File: src/rtl/led_blink_core_if.sv
// led_blink_core_if: synchronous register write/read port between the MMIO bridge and the blink core.
interface led_blink_core_if #(
  parameter int ADDR_W = 5,
  parameter int CNT_W  = 16
);
  logic              wr_en;
  logic [ADDR_W-1:0] wr_addr;
  logic [CNT_W-1:0]  wr_data;
  logic [ADDR_W-1:0] rd_addr;
  logic [CNT_W-1:0]  rd_data;
  modport master (output wr_en, wr_addr, wr_data, rd_addr, input rd_data);
  modport slave  (input wr_en, wr_addr, wr_data, rd_addr, output rd_data);
endinterface

File: src/rtl/led_blink_core.sv
// led_blink_core: per-channel tick counters that toggle each LED at a programmable half-period.
module led_blink_core #(
  parameter int N_LEDS = 4,
  parameter int CNT_W  = 16,
  parameter int ADDR_W = 5
) (
  input  logic              clk,
  input  logic              rst,
  input  logic              tick,
  led_blink_core_if.slave   bus,
  output logic [N_LEDS-1:0] led
);
  logic [CNT_W-1:0]  period [N_LEDS];
  logic [CNT_W-1:0]  cnt    [N_LEDS];
  logic [N_LEDS-1:0] enable;
  logic [N_LEDS-1:0] pw;
  logic [N_LEDS-1:0] live;
  logic [CNT_W-1:0]  rd_next;
  logic              en_wr;
  assign en_wr = bus.wr_en && bus.wr_addr == ADDR_W'(N_LEDS);
  // live uses the post-write enable/period so a disable or zero period clears led at the write edge
  always_comb begin
    rd_next = bus.rd_addr == ADDR_W'(N_LEDS) ? CNT_W'(enable) : '0;
    for (int i = 0; i < N_LEDS; i++) begin
      pw[i]   = bus.wr_en && bus.wr_addr == ADDR_W'(i);
      live[i] = (en_wr ? bus.wr_data[i] : enable[i]) && (pw[i] ? bus.wr_data != '0 : period[i] != '0);
      if (bus.rd_addr == ADDR_W'(i)) rd_next = period[i];
    end
  end
  always_ff @(posedge clk or negedge rst)
    if (!rst) begin
      enable      <= '0;
      led         <= '0;
      bus.rd_data <= '0;
      for (int i = 0; i < N_LEDS; i++) begin
        period[i] <= '0;
        cnt[i]    <= '0;
      end
    end else begin
      bus.rd_data <= rd_next;
      if (en_wr) enable <= bus.wr_data[N_LEDS-1:0];
      for (int i = 0; i < N_LEDS; i++) begin
        if (pw[i]) period[i] <= bus.wr_data;
        if (!live[i]) begin
          cnt[i] <= '0;
          led[i] <= 1'b0;
        end else if (pw[i] || en_wr) begin
          cnt[i] <= '0;
        end else if (tick) begin
          if (cnt[i] == period[i] - CNT_W'(1)) begin
            cnt[i] <= '0;
            led[i] <= ~led[i];
          end else begin
            cnt[i] <= cnt[i] + CNT_W'(1);
          end
        end
      end
    end
endmodule

File: src/flat_wrapper.sv
// flat-port wrapper written by rule: the top's interface ports become plain ports
module led_blink_core_flat 
#(
  parameter int N_LEDS = 4,
  parameter int CNT_W  = 16,
  parameter int ADDR_W = 5
)
  (clk, rst, tick, led, bus_wr_en, bus_wr_addr, bus_wr_data, bus_rd_addr, bus_rd_data);
  led_blink_core_if #(.ADDR_W(ADDR_W), .CNT_W(CNT_W)) bus_i ();
  input  logic clk;
  input  logic rst;
  input  logic tick;
  output logic [N_LEDS-1:0] led;
  input wire logic [$bits(bus_i.wr_en)-1:0] bus_wr_en;
  input wire logic [$bits(bus_i.wr_addr)-1:0] bus_wr_addr;
  input wire logic [$bits(bus_i.wr_data)-1:0] bus_wr_data;
  input wire logic [$bits(bus_i.rd_addr)-1:0] bus_rd_addr;
  output wire logic [$bits(bus_i.rd_data)-1:0] bus_rd_data;
  assign bus_i.wr_en = bus_wr_en;
  assign bus_i.wr_addr = bus_wr_addr;
  assign bus_i.wr_data = bus_wr_data;
  assign bus_i.rd_addr = bus_rd_addr;
  assign bus_rd_data = bus_i.rd_data;
  led_blink_core #(.N_LEDS(N_LEDS), .CNT_W(CNT_W), .ADDR_W(ADDR_W)) u_core (.clk(clk), .rst(rst), .tick(tick), .bus(bus_i), .led(led));
endmodule
File: config.mk
export PLATFORM = sky130hd
export DESIGN_NAME = led_blink_core_flat
export DESIGN_NICKNAME = d
export VERILOG_FILES = /design/src/rtl/led_blink_core_if.sv /design/src/rtl/led_blink_core.sv /design/src/flat_wrapper.sv
export SDC_FILE = /design/constraint.sdc
export NUM_CORES = 1
export LEC_CHECK = 0
export CAP_MARGIN = 10
export CORE_UTILIZATION = 35
export DETAILED_ROUTE_END_ITERATION = 16
export PLACE_DENSITY = 0.59
export SYNTH_ARGS = -nofsm -noshare
export SYNTH_HDL_FRONTEND = slang
export SYNTH_SLANG_ARGS = --single-unit
File: constraint.sdc
create_clock -name clk -period 6.1 [get_ports clk]
set_input_delay 1.83 -clock clk [delete_from_list [all_inputs] [get_ports clk]]
set_output_delay 1.83 -clock clk [all_outputs]
set_load 0.02 [all_outputs]
==> impl_metrics.yaml <==
final_layout:
  n_fill_cell: 2603
  fin_nets: 1056
  synthToLayoutAreaGrowth_pct: 13.2
  final_core_util: 0.404
  fin_area_sq_um: 10900
  drive_above_1_share: 0.146
  fin_cells: 1372
  num_antenna_cells: 0
logic_synthesis:
  synth_area_leaders: "dfrtp_1 40%, mux2_2 8.1%, xnor2_1 4.6%"
  syn_area_sq_um: 9620
  seq_area_frac_synth: 0.395
  synth_edf_count: 0
  synth_fp_nets: 1032
  ys_ff_latch: 152
  synth.top_cell.area_share: 0.395
  synth_cell_type_count: 86
  ys.warnings.count: 0
  async_flop_share: 1.00
  yosys.area.top_type: "dfrtp_1"
  avgSynthCellArea_sq_um: 9.68
  synthCells: 994
  synth_ff_type: "dfrtp_1"
drt:
  first_iter_violations: 674
  vias_per_cell: 5.59
  route.detailed.drc: 0
  wire_per_inst_microns: 18.7
  antenna_left: 0
  topRoutingLayerUsed: "met4"
  first_pass_iters: 5
  wl_met1_microns: 12100
  wl_met2_microns: 11800
  vias: 7675
  wl_met3_microns: 1240
  drt_wl_total_microns: 25600
clock_tree:
  clkSinkCount: 152
  cts_root_buffer: "clkbuf_16"
  post-cts-setup-buffers: 0
  path_clk_slew_ns: 0.07
  clk_latency_ns: 0.44
  htreeDepth: 4
  cts_hold_buf: 0
  cts_buffer_depth: 2
  cts_resized: 0
  cts_tree: "done"
  numCtsBuffers: 17
place:
  globalplace.congestion: 0.875
  dp.final_hpwl_microns: 18900
  dp.cells: 1340
  placed_cell_area_sq_um: 10400
  port_buffers: 49
floorplanning:
  start_util: 0.357
  chipWidth_microns: 168
  io_pins: 50
  design.die.area_sq_um: 28200
  rows: 60
  core_sq_um: 27000
  dieHeight_microns: 168
sta:
  hold_viol: 0
  period_needed_ns: 4.68
  rsz0062_at_grt: "false"
  fmax_ghz: 0.214
  finalSetupViolCount: 0
  worst_pin_slew_ns: 1.09
  finClkSkew_ns: 0.00988
  post-route-period-util: 0.767
  relSlewSlack: 0.272
  tns_ns: 0
  slew_viol_final: 0
pwr:
  p_per_area_nw_per_um2: 281
  power_leakage_nw: 4.48
  peakVddDrop_uv: 228
run:
  cap_violations: 0
status:
  status: "finished, final reports clean"
global_route:
  grt_max_degree: 72
  grt_overflow: 0
  grt_pass1_wl_microns: 41400
  antenna_found_initial: 0
  grt_pass1_vias: 7255
  track_usage: 0.189
min_path:
  min_to: "u_core.cnt[20]$_DFFE_PN0P_"
  hold_depth: 1
  hp-start: "u_core.cnt[20]$_DFFE_PN0P_"
  worstHoldPathType: "register to register"
worst_setup_path:
  critPathKind: "input pin to register"
  cp_max_fo: 17
  cp.arrival_ns: 5.04
  reg2reg_slack_ns: 2.19
  cp.required_ns: 6.46
  reg2regPathDepth: 9
  endpoint_kind: "register"
  r2r_end: "u_core.led[3]$_DFFE_PN0P_"
  r2r_start: "u_core.period[0]$_DFFE_PN0P_"
  start_kind: "input pin"
[worst max path at each step]
stage                         from                         end  slack [ns]  cells past startpoint
finish                   bus_wr_en  u_core.cnt[21]$_DFFE_PN0P_        1.42                      8
global route             bus_wr_en  u_core.cnt[21]$_DFFE_PN0P_        1.16                      8
CTS                      bus_wr_en  u_core.cnt[26]$_DFFE_PN0P_        1.40                      8
detailed placement       bus_wr_en  u_core.cnt[21]$_DFFE_PN0P_        0.95                      8
global placement         bus_wr_en  u_core.cnt[21]$_DFFE_PN0P_        1.04                      8
floorplan           bus_wr_addr[2]  u_core.cnt[45]$_DFFE_PN0P_        2.05                     10
[cells by family (layout without fill, tap and decap cells)]
logic type | count (synthesis) | after routing | share of synthesized area
multiplexers | 100 | 100 | 0.129
flip-flops | 152 | 152 | 0.395
buffers and inverters | 82 | 119 | 0.0372
XOR/XNOR | 100 | 100 | 0.0910
AO/OA/AOI/OAI | 139 | 139 | 0.103
adder cells (fa/ha/maj) | 8 | 8 | 0.0104
AND/OR/NAND/NOR | 413 | 413 | 0.234
[per-stage QoR]
stage	hold slack [ns]	setup slack, ns	total power [W]
2_1_floorplan	0.500	2.05	0.00185
3_3_place_gp	0.538	1.04	0.00208
3_5_place_dp	0.539	0.947	0.00209
4_1_cts	0.550	1.40	0.00308
5_1_grt	0.591	1.16	0.00322
6_report	0.551	1.42	0.00306
[per-layer routing]
metal	vias to the layer above	GRT usage
met3	29	0.0355
met5	-	0
met4	0	0.0622
li1	3677	-
met2	159	0.295
met1	3810	0.264
[critical path, cell delays in order]
cell	delay, ns
clkdlybuf4s50_1	0.46
nor3b_1	0.30
and3_1	0.50
mux2i_1	0.21
or3_1	0.48
a2111oi_4	0.86
o21ai_0	0.20
a31oi_1	0.20
[state kept, by name (all words and copies together), names as in the netlist]
signal / flops
u_core.led: 4
u_core.enable: 4
u_core.period: 64
u_core.cnt: 64
u_core.bus.rd_data: 16
[layout by cell type (no fill, tap or decap), types with 5 or more instances in the layout]
master,count
a31oi_1,22
and3_1,25
a22o_1,11
nor2b_1,24
a21oi_1,25
ha_1,8
or3_1,9
xor2_1,49
nand2_1,71
and2_1,8
nor2_1,78
nand3b_1,8
clkdlybuf4s50_1,48
mux4_2,11
nand2b_1,10
mux2_2,69
dfrtp_1,152
nor3_1,31
xnor2_1,51
mux2i_1,18
inv_1,29
o31ai_1,5
clkbuf_16,17
nor4_1,22
nand4_1,31
or2_2,5
nand3_1,51
o21ai_0,28
nor3b_1,5
buf_4,9
[cell usage after synthesis (5+ instances only)]
cell      count
buf_1         9
nor4_1       22
dfrtp_1     152
nor2_1       78
nor3b_1       5
xnor2_1      51
or3_1         9
a22o_1       11
inv_1        29
mux2_2       69
a31oi_1      22
nand2_1      71
and2_1        8
nand3b_1      8
nor2b_1      24
xor2_1       49
o21ai_0      28
nand3_1      51
mux2i_1      18
and3_1       25
clkbuf_1     32
ha_1          8
nand4_1      31
nor3_1       32
mux4_2       11
o31ai_1       5
nand2b_1     10
a21oi_1      25
or2_2         5
[layout make-up]
cell class | instances | area [sq um] | share of cell area
tap | 341 | 427 | 0.0392
timing repair buffer | 58 | 559 | 0.0513
multi-input combinational | 760 | 5470 | 0.502
sequential | 152 | 3800 | 0.349
clock inverter | 13 | 97.6 | 0.00896
inverter | 29 | 109 | 0.00999
clock buffer | 19 | 433 | 0.0397
[power breakdown]
part	switching, W	leakage, nW	internal [W]	total (W)
logic	0.000400	2.19	0.000368	0.000768
registers	0.000207	2.04	0.00110	0.00131
clock network	0.000460	0.256	0.000524	0.000985
total	0.00107	4.48	0.00200	0.00306
(Power assumes the default switching activity.)
